File: src/rtl/multi_edge_detector.sv
`default_nettype none
// ============================================================================
//  Module      : multi_edge_detector
//  Description : Multi-channel edge-event unit. Each channel synchronises an
//                asynchronous input, rejects glitches shorter than DEBOUNCE
//                cycles, and reports qualified rising/falling edges as a
//                one-cycle pulse, a sticky pending flag and a saturating
//                event counter with a shared registered readout port.
//  Revision    : 1.0 - initial release
// ============================================================================
module multi_edge_detector #(
    parameter int CHANNELS    = 4,
    parameter int SYNC_STAGES = 2,
    parameter int DEBOUNCE    = 4,
    parameter int CNT_W       = 8,
    localparam int c_SEL_W    = (CHANNELS > 1) ? $clog2(CHANNELS) : 1
) (
    input  logic                  clk,
    input  logic                  rst,
    input  logic [CHANNELS-1:0]   sig_in,
    input  logic [2*CHANNELS-1:0] mode,
    input  logic [CHANNELS-1:0]   clr,
    input  logic [c_SEL_W-1:0]    cnt_sel,
    input  logic                  cnt_clr,
    output logic [CHANNELS-1:0]   pulse,
    output logic [CHANNELS-1:0]   pending,
    output logic                  any_pending,
    output logic [CNT_W-1:0]      cnt_out
);

    localparam int                c_DB_W    = $clog2(DEBOUNCE + 1);
    localparam logic [c_DB_W-1:0] c_DB_LAST = c_DB_W'(DEBOUNCE - 1);
    localparam logic [c_DB_W-1:0] c_DB_ONE  = c_DB_W'(1);
    localparam logic [CNT_W-1:0]  c_CNT_MAX = {CNT_W{1'b1}};
    localparam logic [CNT_W-1:0]  c_CNT_ONE = CNT_W'(1);

    logic [CNT_W-1:0] w_cnt_arr [CHANNELS];
    logic [CNT_W-1:0] w_cnt_out_d;
    logic [CNT_W-1:0] r_cnt_out_q;

    for (genvar gi = 0; gi < CHANNELS; gi++) begin : g_ch
        logic [SYNC_STAGES-1:0] r_sync_q;
        logic [SYNC_STAGES-1:0] w_sync_d;
        logic                   w_s;
        logic                   r_filt_q;
        logic                   w_filt_d;
        logic [c_DB_W-1:0]      r_db_q;
        logic [c_DB_W-1:0]      w_db_d;
        logic                   r_prev_q;
        logic                   w_prev_d;
        logic                   w_rise;
        logic                   w_fall;
        logic                   w_event;
        logic                   w_cnt_hit;
        logic                   r_pulse_q;
        logic                   w_pulse_d;
        logic                   r_pend_q;
        logic                   w_pend_d;
        logic [CNT_W-1:0]       r_cnt_q;
        logic [CNT_W-1:0]       w_cnt_d;

        assign w_s = r_sync_q[SYNC_STAGES-1];

        // Synchroniser shift, debounce filter and edge qualification.
        always_comb begin
            w_sync_d = {r_sync_q[SYNC_STAGES-2:0], sig_in[gi]};

            // Any sample matching the filtered level restarts the window.
            w_filt_d = r_filt_q;
            w_db_d   = '0;
            if (w_s != r_filt_q) begin
                if (r_db_q == c_DB_LAST) begin
                    w_filt_d = w_s;
                end else begin
                    w_db_d = r_db_q + c_DB_ONE;
                end
            end

            w_prev_d  = r_filt_q;
            w_rise    = r_filt_q & ~r_prev_q;
            w_fall    = ~r_filt_q & r_prev_q;
            w_event   = (w_rise & mode[2*gi]) | (w_fall & mode[2*gi+1]);
            w_pulse_d = w_event;
            // A new event wins over a coincident clear so nothing is lost.
            w_pend_d  = w_event | (r_pend_q & ~clr[gi]);

            // Clear and a coincident event leave a count of one.
            w_cnt_hit = cnt_clr && (cnt_sel == c_SEL_W'(gi));
            w_cnt_d   = r_cnt_q;
            if (w_cnt_hit) begin
                w_cnt_d = w_event ? c_CNT_ONE : '0;
            end else if (w_event && (r_cnt_q != c_CNT_MAX)) begin
                w_cnt_d = r_cnt_q + c_CNT_ONE;
            end
        end

        // Per-channel state registers; reset aborts any in-flight event.
        always_ff @(posedge clk) begin
            if (rst) begin
                r_sync_q  <= '0;
                r_filt_q  <= 1'b0;
                r_db_q    <= '0;
                r_prev_q  <= 1'b0;
                r_pulse_q <= 1'b0;
                r_pend_q  <= 1'b0;
                r_cnt_q   <= '0;
            end else begin
                r_sync_q  <= w_sync_d;
                r_filt_q  <= w_filt_d;
                r_db_q    <= w_db_d;
                r_prev_q  <= w_prev_d;
                r_pulse_q <= w_pulse_d;
                r_pend_q  <= w_pend_d;
                r_cnt_q   <= w_cnt_d;
            end
        end

        assign pulse[gi]     = r_pulse_q;
        assign pending[gi]   = r_pend_q;
        assign w_cnt_arr[gi] = r_cnt_q;
    end

    // Counter readout mux; an out-of-range index reads as zero.
    always_comb begin
        w_cnt_out_d = '0;
        for (int k = 0; k < CHANNELS; k++) begin
            if (cnt_sel == c_SEL_W'(k)) begin
                w_cnt_out_d = w_cnt_arr[k];
            end
        end
    end

    // Readout register, sampling the count before this edge's update.
    always_ff @(posedge clk) begin
        if (rst) begin
            r_cnt_out_q <= '0;
        end else begin
            r_cnt_out_q <= w_cnt_out_d;
        end
    end

    assign cnt_out     = r_cnt_out_q;
    assign any_pending = |pending;

endmodule
`default_nettype wire

File: config.mk
export PLATFORM = sky130hd
export DESIGN_NAME = multi_edge_detector
export DESIGN_NICKNAME = d
export VERILOG_FILES = /design/src/rtl/multi_edge_detector.sv
export SDC_FILE = /design/constraint.sdc
export NUM_CORES = 1
export LEC_CHECK = 0
export BUFFER_PORTS_ARGS = -buffer_cell sky130_fd_sc_hd__buf_2
export CAP_MARGIN = 0
export CORE_UTILIZATION = 47
export DETAILED_ROUTE_END_ITERATION = 16
export PLACE_DENSITY_LB_ADDON = 0.15
export SLEW_MARGIN = 40
export SYNTH_ARGS = -nofsm -noshare
export SYNTH_HDL_FRONTEND = slang
export SYNTH_SLANG_ARGS = --single-unit
File: constraint.sdc
create_clock -name clk -period 3.85 [get_ports clk]
set_clock_uncertainty 0.2 [all_clocks]
set_input_delay 0.385 -clock clk [delete_from_list [all_inputs] [get_ports clk]]
set_output_delay 0.385 -clock clk [all_outputs]
set_load 0.01 [all_outputs]
; ---- Word-level counts from Yosys, hierarchy flattened
; Index checks and enable logic that the tools add are counted.
[op_classes]
addsub = 8
eq_ne = 15
muxes = 16
n_bitwise = 44
n_reduce_logical = 22
[op_table]
columns = cell, n
row1 = $mux W8, 12
row2 = $add A8 B1 Y8 const B, 4
row3 = $ne A8 B8 Y1 const B, 4
row4 = $and A1 B1 Y1, 20
row5 = $not A1 Y1, 16
row6 = $add A3 B1 Y3 const B, 4
row7 = $eq A3 B2 Y1 const B, 4
row8 = $reduce_or A3 Y1, 4
row9 = $logic_and A1 B1 Y1, 8
row10 = $or A1 B1 Y1, 8
row11 = $reduce_and A2 Y1, 4
row12 = $reduce_bool A2 Y1, 4
row13 = $eq A2 B2 Y1 const B, 2
row14 = $mux W1, 4
row15 = $ne A1 B1 Y1, 4
row16 = $reduce_or A4 Y1, 1
row17 = $eq A2 B1 Y1 const B, 1
row18 = $logic_not A2 Y1, 1
[totals]
ff_bits = 76
input_bits = 21
out_inout_bits = 17
elab_cells = 134

; ---- Logic depth before layout (Yosys ltp)
; Gate-level depths: netlist of the first run.
[logic_depth]
word_depth = 7
mapped_depth = 5
mapped_depth_nobuf = 5

; ---- Least setup slack after synthesis of the first run
; OpenSTA, ideal clock, no wires.
[synth_timing]
kind = reg2reg
from = register g_ch[3].r_filt_q
to = register g_ch[3].r_cnt_q[0]
setup_time_ns = 0.117
arrival_ns = 1.367
required_time_ns = 3.533
setup_slack_ns = 2.165
path_stages_with_launch = 5
n_path_buf = 0
period_less_slack_ns = 1.685
path_cell_list = dfxtp_1 -> and3b_4 -> or2_4 -> mux2_1 -> a32o_1
[synth_between]
elab_chain_len = 6
word_cells_on_any_way = 10
classes_between = 2 x mux / 6 x bitwise / 2 x reduce/logical
[synth_rtl]
columns = element, line
row1 = "start, declared", 45  ; logic r_filt_q;
row2 = "start signal, assigned", 109  ; r_filt_q <= w_filt_d;
row3 = $not A1 Y1, 81  ; w_fall = ~r_filt_q & r_prev_q;
row4 = $and A1 B1 Y1, 81
row5 = $and A1 B1 Y1, 82  ; w_event = (w_rise & mode[2*gi]) | (w_fall & mode[2*gi+1]);
row6 = $or A1 B1 Y1 *, 82
row7 = $mux W1 / $logic_and A1 B1 Y1 (equally long branches), "91, 92"
row8 = $mux W8 / $reduce_bool A2 Y1 (equally long branches), -
row9 = "end signal, assigned", 114  ; r_cnt_q <= w_cnt_d;
row10 = "end, declared", 59  ; logic [CNT_W-1:0] r_cnt_q;
; Mark *: on every way between the ends. The rest lies on a longest branch, timed or not.
; A chain may end at the register's enable or synchronous reset.

; ---- Worst setup path in the final report of the first run
[layout_timing]
from = register g_ch[3].r_pend_q
to = output any_pending
[layout_between]
elab_chain_len = 1
[layout_rtl]
columns = element, line
row1 = "start, declared", 57  ; logic r_pend_q;
row2 = "start signal, assigned", 113  ; r_pend_q <= w_pend_d;
row3 = $reduce_or A4 Y1, 143  ; assign any_pending = |pending;
row4 = "end, declared", 27  ; output logic any_pending,
; Every way passes these cells.

==> reports/qor.txt, run 1 <==
Power Internal -> 1.056 mW
#FFs+latches synth -> 76
Synth area leader -> dfxtp_1
Largest family of logic cells by synthesized area -> simple AND/OR/NAND/NOR gates
Num ports -> 38
Cell count after synthesis -> 339
1st-pass router iterations -> 4
CTS max path bufs -> 2
Minimum clock period after layout -> 1889 ps
Post-CTS setup buffer count -> 0
Post-Syn Nets -> 372
Drt total wl -> 6357 um
Distinct cell type count after synthesis -> 50
Number of antenna violations at the first check in global routing -> 0
Mapped Area -> 3349 um^2
Area delta synth->final -> 11.13%
Final WS setup -> 1961 ps
Clock Root Buffer -> clkbuf_8
Sequential fraction of the synthesis area -> 45.42%
Fin crit share -> 49.05%
Top-count cell post-synth -> dfxtp_1
Non-filler cells, final -> 470
Post-synth ARST share -> 0%
Core Rows -> 30
Clock power share -> 38.3%
Syn avg cell area -> 9.880 um^2
Status -> complete, no violations
DRC violations left -> 0
F_max -> 0.5295 GHz
Global route overflow -> 0
Hold Fails Final Rpt -> 0
Pwr Total -> 1.359 mW
Seq pwr share -> 58.3%
Largest cells by area after synthesis -> dfxtp_1 (45%), mux4_2 (5.4%), ha_1 (4.5%), nor2_1 (3.6%), a21oi_1 (2.8%)
Drt initial violations -> 152
# Max-Cap Violations -> 0
Hold Path Depth -> 2
Setup WS pre-CTS -> 1720 ps
Global-route wire length before repair -> 10770 um
Hold_buf cts -> 0
Synth Area in XOR/XNOR -> 1.046%
Horiz. Die Dim -> 86.42 um
Initial Util -> 49.03%
Buffers added on ports -> 37
Critical path class -> reg2out
DP HPWL -> 4665 um
Sw Pwr -> 303.1 uW
Tot GR Track Use -> 18.77%
CP Capture Type -> output pin
Fin Setup TNS -> 0 ps
Resize count post-CTS -> 0
Compound-Gate Fraction of Synth Area -> 15.50%
Fin nets -> 403
Die Area -> 7468 um^2
R2r worst-path depth -> 4
Wire length per cell -> 13.53 um
Adder-Cell Fraction of Synth Area -> 4.483%
Share of cells above drive strength 1 -> 17.11%
# setup viols final -> 0
Mux contribution to synthesized area -> 8.106%
Worst-path fanout max -> 3
Worst hold path type -> in2reg
Placed cells -> 455
Most instantiated cells after synthesis -> dfxtp_1 (76), nor2_1 (32), a21oi_1 (19), inv_1 (15), nand2_1 (14)
Cts bufs inserted -> 9
H-tree levels -> 3
Pin count of the biggest net entering global routing -> 36
Diodes inserted -> 0
Yosys Warn Count -> 0
Worst Path Arrival -> 1300 ps
Pwr per Cell Area -> 365.2 nW/um^2
Leak -> 1.406 nW
Post-synth top flop -> dfxtp_1
Antenna viol nets, final -> 0
Drt via density -> 5.455
Simple-gate share of the synthesized area -> 20.77%
EDFF count, synth -> 0
Core region area -> 6832 um^2
Routability Congestion -> 0.7613
Final instance area -> 3722 um^2
Combinational fraction of design power -> 3.4%
Req. time, crit path -> 3260 ps
Placed inst area -> 3555 um^2
Net Sw Frac -> 22.29%
Vias in the first global route -> 2358
Clk sink count -> 76
Reg clk slew, reported paths -> 70 ps
Total vias in the final route -> 2564
Slew Limit Fails -> 0
Die Height -> 86.42 um
Peak VDD IR -> 0.0001801 V
Slew HR -> 60.34%
RSZ-0062 raised after global routing -> false
Worst-margin pin slew -> 594.9 ps
Clk_lat worst skew -> 340 ps
CTS tree -> yes
Critical Path Start Type -> register
Yosys top cell area share -> 45.42%
[critical path, cell delays in order, from the launching register on]
cell	delay, ps
dfxtp_1	320
or4_1	500
buf_2	150
[routing by layer]
layer / track usage (%) / part of all wire, % / vias to the layer above
met4: 7.727 / 1.4 / 0
li1: - / - / 1308
met2: 31.39 / 47 / 55
met1: 23.91 / 48 / 1191
met3: 3.524 / 3.8 / 10
met5: 0 / 0 / -
[layout make-up]
class / instances / area [um^2]
clock buffer: 11 / 141.4
tap: 96 / 120.1
clock inverter: 4 / 26.28
fill: 629 / 3109
inverter: 15 / 56.30
timing repair buffer: 37 / 185.2
multi-input combinational: 231 / 1672
sequential: 76 / 1521
[placed cells by master, fill, tap and decap left out, types with 2 or more instances in the layout]
| cell | netlist | routed |
|---|---|---|
| dfxtp_1 | 76 | 76 |
| buf_2 | 2 | 37 |
| nor2_1 | 32 | 32 |
| a21oi_1 | 19 | 19 |
| inv_1 | 15 | 15 |
| nand2_1 | 14 | 14 |
| or3_1 | 13 | 13 |
| nor2b_1 | 12 | 12 |
| o21ai_0 | 12 | 12 |
| ha_1 | 12 | 12 |
| nand3_1 | 10 | 10 |
| o41ai_1 | 10 | 10 |
| and2_1 | 10 | 10 |
| clkbuf_8 | 0 | 10 |
| mux2i_1 | 8 | 8 |
| mux4_2 | 8 | 8 |
| and3b_1 | 6 | 6 |
| nand2b_1 | 6 | 6 |
| nand3b_1 | 5 | 5 |
| o311ai_1 | 5 | 5 |
| nand4_1 | 4 | 4 |
| xnor2_1 | 4 | 4 |
| o2111ai_1 | 4 | 4 |
| o311ai_0 | 4 | 4 |
| nor3_1 | 4 | 4 |
| or4_1 | 3 | 3 |
| o22ai_2 | 2 | 2 |
| o31ai_1 | 2 | 2 |
| a21o_1 | 2 | 2 |
| a311oi_1 | 2 | 2 |
| clkinv_2 | 0 | 2 |
[worst paths after layout]
path                                       from                              end  slack, ps
hold reg to reg    g_ch[1].r_db_q[0]$_SDFF_PP0_     g_ch[1].r_db_q[0]$_SDFF_PP0_        220
hold / removal                        sig_in[1]   g_ch[1].r_sync_q[0]$_SDFF_PP0_         50
setup / recovery    g_ch[3].r_pend_q$_SDFF_PP0_                      any_pending       1960
setup reg to reg  g_ch[3].r_filt_q$_SDFFE_PP0P_  g_ch[3].r_cnt_q[0]$_SDFFE_PP0P_       2060
[power by group through the flow]
stage	clock [mW]	sequential [mW]	combinational [mW]
floorplan	0	0.811	0.0292
global placement	0	0.811	0.0456
detailed placement	0	0.811	0.0462
CTS	0.540	0.793	0.0462
global route	0.574	0.793	0.0514
finish	0.521	0.793	0.0457
[through the flow]
step	hold slack, ps	utilization, %
final	51.95	54.49
after global routing	47.11	54.49
after CTS	37.24	54.49
after detailed placement	212.9	52.03
after global placement	208.4	52.03
after floorplan	199.0	-
[state kept, by name, summed over array words and instances (netlist names)]
name	flops
g_ch.r_pulse_q	4
g_ch.r_prev_q	4
g_ch.r_cnt_q	32
cnt_out	8
g_ch.r_db_q	12
g_ch.r_pend_q	4
g_ch.r_filt_q	4
g_ch.r_sync_q	8
[cells by family (layout without fill, tap and decap cells)]
kind of cell	count (synthesis)	count (layout)
simple gates	126	126
buf+inv	32	67
compound gates	72	72
mux	17	17
fa+ha+maj	12	12
xor+xnor	4	4
flops	76	76
Note: power is estimated with default switching activity, not from simulation.
==> run 2: changes to the inputs <==
Settings changed: ABC_AREA set to 1.
Clock period 3.85 ns to 1.56 ns, I/O delays scaled along.
==> run 2 against run 1 <==
Net effect:
- total power increased to 2.6 times the previous value
- design area increased by 21%
- count of clock-buffer cells in the layout unchanged
- area after synthesis increased by 9.6%
- wire length increased by 29%
- worst hold slack improved by 1.2 ps
- clock power increased to 2.6 times the previous value
- critical endpoint is now g_ch[0].r_cnt_q[4]$_SDFFE_PP0P_
==> reports/qor.txt, run 2 <==
Clk sink count -> 76
Final instance area -> 4498 um^2
Post-synth top flop -> dfxtp_1
Mapped Area -> 3670 um^2
Critical Path Start Type -> register
Yosys top cell area share -> 41.46%
Reg clk slew, reported paths -> 80 ps
Largest regs -> g_ch.r_cnt_q x32, g_ch.r_db_q x12
Register area -> 1539 um^2
Fin crit share -> 96.49%
Worst-path fanout max -> 8
Req. time, crit path -> 1590 ps
Tot GR Track Use -> 20.68%
Seq pwr share -> 55.3%
Worst-margin pin slew -> 297.5 ps
Leak -> 2.063 nW
Largest Register -> g_ch.r_cnt_q
Distinct cell type count after synthesis -> 29
Net Sw Frac -> 24.75%
Minimum clock period after layout -> 1505 ps
1st-pass router iterations -> 5
Hold Fails Final Rpt -> 0
DRC violations left -> 0
Min Hold Slack -> 53.12 ps
Routability Congestion -> 0.8947
Area occupied by multi-input gates -> 1822 um^2
Max reg flops -> 32
Placed inst area -> 4041 um^2
Most instantiated cells after synthesis -> nand2_1 (92), inv_1 (84), dfxtp_1 (76), nor2_1 (60), a21oi_1 (45)
Setup WS pre-CTS -> -34.20 ps
Pin count of the biggest net entering global routing -> 23
Synth area leader -> dfxtp_1
DP HPWL -> 5850 um
Top-count cell post-synth -> nand2_1
Share of cells above drive strength 1 -> 23.42%
Worst Path Arrival -> 1540 ps
Total vias in the final route -> 3381
Drt total wl -> 8186 um
Core region area -> 7408 um^2
Cell count after synthesis -> 509
Clock Root Buffer -> clkbuf_8
Die Height -> 90.37 um
Sequential fraction of the synthesis area -> 41.46%
Fin nets -> 613
F_max -> 0.6644 GHz
Fillers -> 689
CTS max path bufs -> 2
Critical path class -> reg2reg
Clk_lat worst skew -> 340 ps
Non-filler cells, final -> 684
Post-Syn Nets -> 542
Diodes inserted -> 0
Number of antenna violations at the first check in global routing -> 0
#FFs+latches synth -> 76
Most frequent cells in the layout -> nand2_1 (87), inv_1 (84), dfxtp_1 (66)
H-tree levels -> 3
Commonest non-fill, non-tap cell in the layout -> nand2_1
Buffers added on ports -> 37
Largest cells by area after synthesis -> dfxtp_1 (41%), nand2_1 (9.4%), inv_1 (8.6%), a21oi_1 (6.1%), nor2_1 (6.1%)
Clock power share -> 37.7%
Initial Util -> 49.54%
Sw Pwr -> 883.3 uW
# Max-Cap Violations -> 0
Slew Limit Fails -> 0
Cts bufs inserted -> 9
Horiz. Die Dim -> 90.37 um
Num ports -> 38
Global-route wire length before repair -> 13560 um
Global route overflow -> 0
Vias in the first global route -> 3047
Die Area -> 8166 um^2
Syn avg cell area -> 7.210 um^2
Slew HR -> 80.16%
# setup viols final -> 0
Placed cells -> 651
Antenna viol nets, final -> 0
Drt initial violations -> 150
Yosys Warn Count -> 0
Core Rows -> 31
Post-synth ARST share -> 0%
Peak VDD IR -> 0.0005234 V
Pwr Total -> 3.568 mW
CTS tree -> yes
Power Internal -> 2.685 mW
CP Capture Type -> register
EDFF count, synth -> 0
Status -> complete, no violations
Drt via density -> 4.943
Worst hold path type -> in2reg
Combinational fraction of design power -> 7.0%
Final WS setup -> 54.82 ps
Wire length per cell -> 11.97 um
Area delta synth->final -> 22.57%
Pwr per Cell Area -> 793.3 nW/um^2
==> run 2: cell types whose count changed in the layout (fill, tap and decap cells not counted), moves of 23 or more <==
cell,previous run,this run
a21oi_1,19,42
inv_1,15,84
nand3_1,10,37
buf_4,0,26
nand2_1,14,87
nor2_1,32,58
==> run 2: worst paths after layout <==
kind                              startpoint                         endpoint  slack (ps)  cells past startpoint
min                                      rst  g_ch[1].r_cnt_q[6]$_SDFFE_PP0P_          50                      5
max reg2reg  g_ch[0].r_cnt_q[0]$_SDFFE_PP0P_  g_ch[0].r_cnt_q[4]$_SDFFE_PP0P_          50                      8
min reg2reg   g_ch[1].r_sync_q[0]$_SDFF_PP0_   g_ch[1].r_sync_q[1]$_SDFF_PP0_         210                      2
max          g_ch[0].r_cnt_q[0]$_SDFFE_PP0P_  g_ch[0].r_cnt_q[4]$_SDFFE_PP0P_          50                      8
==> run 2: per-stage QoR <==
step	utilization (%)	setup TNS [ps]
floorplan	-	0
global placement	54.55	0
detailed placement	54.55	-34.20
CTS	58.35	0
global route	60.72	-72.92
finish	60.72	0
==> run 2: metal layers <==
metal | routed length [um] | GRT usage, % | vias to the layer above
met5 | 0 | 0 | -
met4 | 102 | 9.140 | 0
met3 | 327 | 3.367 | 10
met2 | 3952 | 34.35 | 82
met1 | 3803 | 26.39 | 1534
li1 | - | - | 1755
==> run 2: power groups by stage <==
stage               combinational, mW  clock [mW]  sequential (mW)
CTS                             0.247        1.39             1.98
finish                          0.250        1.34             1.97
detailed placement              0.231           0             2.02
floorplan                       0.148           0             2.02
global placement                0.227           0             2.02
global route                    0.282        1.48             1.98
==> run 2: cell families (layout without fill, tap and decap cells) <==
family                     after synthesis  after routing  synth area share (%)
adders and majority gates               12             12                 4.091
buffers and inverters                  105            180                 12.10
and+or+nand+nor                        224            225                 28.81
DFF                                     76             76                 41.46
AOI/OAI and AO/OA                       92             92                 13.54
==> run 2: critical path: stages, from the launching register on <==
cell,delay (ps)
dfxtp_2,340
ha_4,160
nand2_2,90
nor2_4,50
nand2_2,90
nand2_4,90
buf_4,140
o21ai_0,160
a21oi_1,70
==> run 2: cell type report <==
class | count | share of cell area, %
timing repair buffer | 73 | 10.93
inverter | 91 | 7.650
clock buffer | 11 | 3.143
multi-input combinational | 329 | 40.50
sequential | 76 | 34.21
clock inverter | 5 | 0.8067
tap | 99 | 2.754
==> run 2: repair_timing <==
action                                  4_1_cts  5_1_grt
cloned                                        1        0
pin swaps                                     1       12
resized for setup                             5       38
setup buffers                                 0        8
hold endpoints to repair                      8        0
endpoints found under the setup margin        4       28
hold buffers                                  8        0
==> run 3: changes to the inputs <==
Settings changed: ABC_AREA 1 to 0, SETUP_SLACK_MARGIN set to 0.4.
==> run 3 against run 2 <==
Net effect:
- the flow now finishes with violations (negative setup slack)
- sequential cell count unchanged
- count of clock-buffer cells in the layout increased by 2
- global-route usage increased by 4.1 points
- critical path type is now reg2out
- largest power group unchanged
- highest routed layer unchanged
==> reports/qor.txt, run 3 (same netlist as run 1, synthesis figures left out) <==
Worst hold path type -> in2reg
Antenna viol nets, final -> 0
1st-pass router iterations -> 6
Seq pwr share -> 49.9%
RSZ-0062 raised after global routing -> true
Reg clk slew, reported paths -> 80 ps
H-tree levels -> 3
Die Area -> 7468 um^2
Clock power share -> 45.1%
Wire length per cell -> 16.89 um
Critical path class -> reg2out
Leak -> 2.140 nW
Post-Route Utilization -> 80.29%
Core Rows -> 30
Largest regs -> g_ch.r_cnt_q x32, g_ch.r_db_q x12
Peak VDD IR -> 0.0009157 V
Clock Root Buffer -> clkbuf_8
Max reg flops -> 32
Min Hold Slack -> 18.95 ps
Tot GR Track Use -> 24.83%
Total vias in the final route -> 3162
Critical Path Start Type -> register
Pin count of the biggest net entering global routing -> 26
R2r worst-path depth -> 4
Setup WS pre-CTS -> -70.34 ps
Initial Util -> 49.03%
Placed inst area -> 4155 um^2
CP Capture Type -> output pin
Cts bufs inserted -> 9
Global-route wire length before repair -> 14090 um
Drt via density -> 5.577
Fin crit share -> 109.1%
Slew Limit Fails -> 0
Final WS setup -> -141.2 ps
Most frequent cells in the layout -> buf_4 (49), buf_6 (45), dfxtp_2 (40)
Horiz. Die Dim -> 86.42 um
# setup viols final -> 15
Die Height -> 86.42 um
Worst path max stage delay -> 530 ps
Largest Register -> g_ch.r_cnt_q
Combinational fraction of design power -> 5.0%
DP HPWL -> 5317 um
CP delay by family, top -> simple AND/OR/NAND/NOR gates
Net Sw Frac -> 22.33%
Core region area -> 6832 um^2
Minimum clock period after layout -> 1701 ps
Pwr per Cell Area -> 705.9 nW/um^2
Origin of the critical flop-to-flop path -> g_ch[3].r_prev_q$_SDFF_PP0_
Crit-path slowest cell -> or4_4
CTS max path bufs -> 2
Vias in the first global route -> 2964
Failing checks -> negative setup slack
Hold Crit Start -> rst
Buffers added on ports -> 37
Area delta synth->final -> 63.77%
Share of cells above drive strength 1 -> 62.85%
Final instance area -> 5485 um^2
CP bufs+invs -> 1
Worst-path fanout max -> 2
Drt total wl -> 9579 um
Routability Congestion -> 0.7758
Hold Path Depth -> 3
Sw Pwr -> 864.5 uW
R2r endpoint -> g_ch[3].r_cnt_q[0]$_SDFFE_PP0P_
# Max-Cap Violations -> 0
Slew HR -> 64.46%
Critical path, cell by cell -> or4_4 -> buf_6
Req. time, crit path -> 1200 ps
Clk_lat worst skew -> 350 ps
Hold Path Sink -> g_ch[0].r_pend_q$_SDFF_PP0_
Num ports -> 38
Clk sink count -> 76
DRC violations left -> 0
Reg2reg setup slack -> -110 ps
Fin nets -> 499
Number of antenna violations at the first check in global routing -> 0
Power Internal -> 3.008 mW
CTS tree -> yes
Critical Path Start -> g_ch[3].r_pend_q$_SDFF_PP0_
Drt initial violations -> 158
Worst-margin pin slew -> 532.0 ps
Global route overflow -> 0
F_max -> 0.5878 GHz
Diodes inserted -> 0
Commonest non-fill, non-tap cell in the layout -> buf_4
Worst Path Arrival -> 1350 ps
Status -> complete, but fails checks
Hold Fails Final Rpt -> 0
==> run 3: tightest hold or removal path, cell delays in order <==
cell and delay (ps):
buf_2 150, buf_4 190, a21oi_2 40
==> run 3: metrics by stage <==
stage / std cells / TNS, ps / power, mW
after floorplan: 339 / -33.57 / 2.071
after global placement: 491 / -62.73 / 2.145
after detailed placement: 491 / -149.0 / 2.148
after CTS: 544 / -412.1 / 3.874
after global routing: 567 / -1736 / 4.002
final: 567 / -849.1 / 3.872
==> run 3: cell type report <==
class,count,area [um^2]
Tap cell,96,120.1
Clock inverter,3,47.55
Fill cell,423,1346
Clock buffer,13,191.4
Multi-Input combinational cell,231,2306
Timing Repair Buffer,133,1140
Inverter,15,56.30
Sequential cell,76,1624
==> run 3: repair_timing <==
item / 4_1_cts / 5_1_grt
buffers inserted: 29 / 23
pin swaps: 47 / 28
hold buffers: 8 / 0
endpoints found under the hold margin: 8 / 0
gates resized for setup: 100 / 57
setup endpoints to repair: 68 / 79
==> run 3: worst max-delay path by stage <==
stage,cells after the start,slack [ps],end
after floorplan,4,-30,g_ch[3].r_cnt_q[0]$_SDFFE_PP0P_
after global placement,4,-40,g_ch[3].r_cnt_q[0]$_SDFFE_PP0P_
after detailed placement,4,-70,g_ch[3].r_cnt_q[0]$_SDFFE_PP0P_
after CTS,2,-140,any_pending
after global routing,2,-170,any_pending
final,2,-140,any_pending
==> run 3: power groups by stage <==
stage	sequential, mW	combinational (mW)	clock, mW
2_1_floorplan	1.99	0.0793	0
3_3_place_gp	1.99	0.153	0
3_5_place_dp	1.99	0.156	0
4_1_cts	1.94	0.177	1.76
5_1_grt	1.93	0.209	1.86
6_report	1.93	0.193	1.75
==> run 3: per-layer routing <==
layer | part of all wire [%] | track usage [%] | vias to the layer above
li1 | - | - | 1508
met1 | 40 | 30.08 | 1541
met2 | 53 | 42.14 | 98
met3 | 5.1 | 4.476 | 15
met4 | 1.3 | 13.03 | 0
met5 | 0 | 0 | -
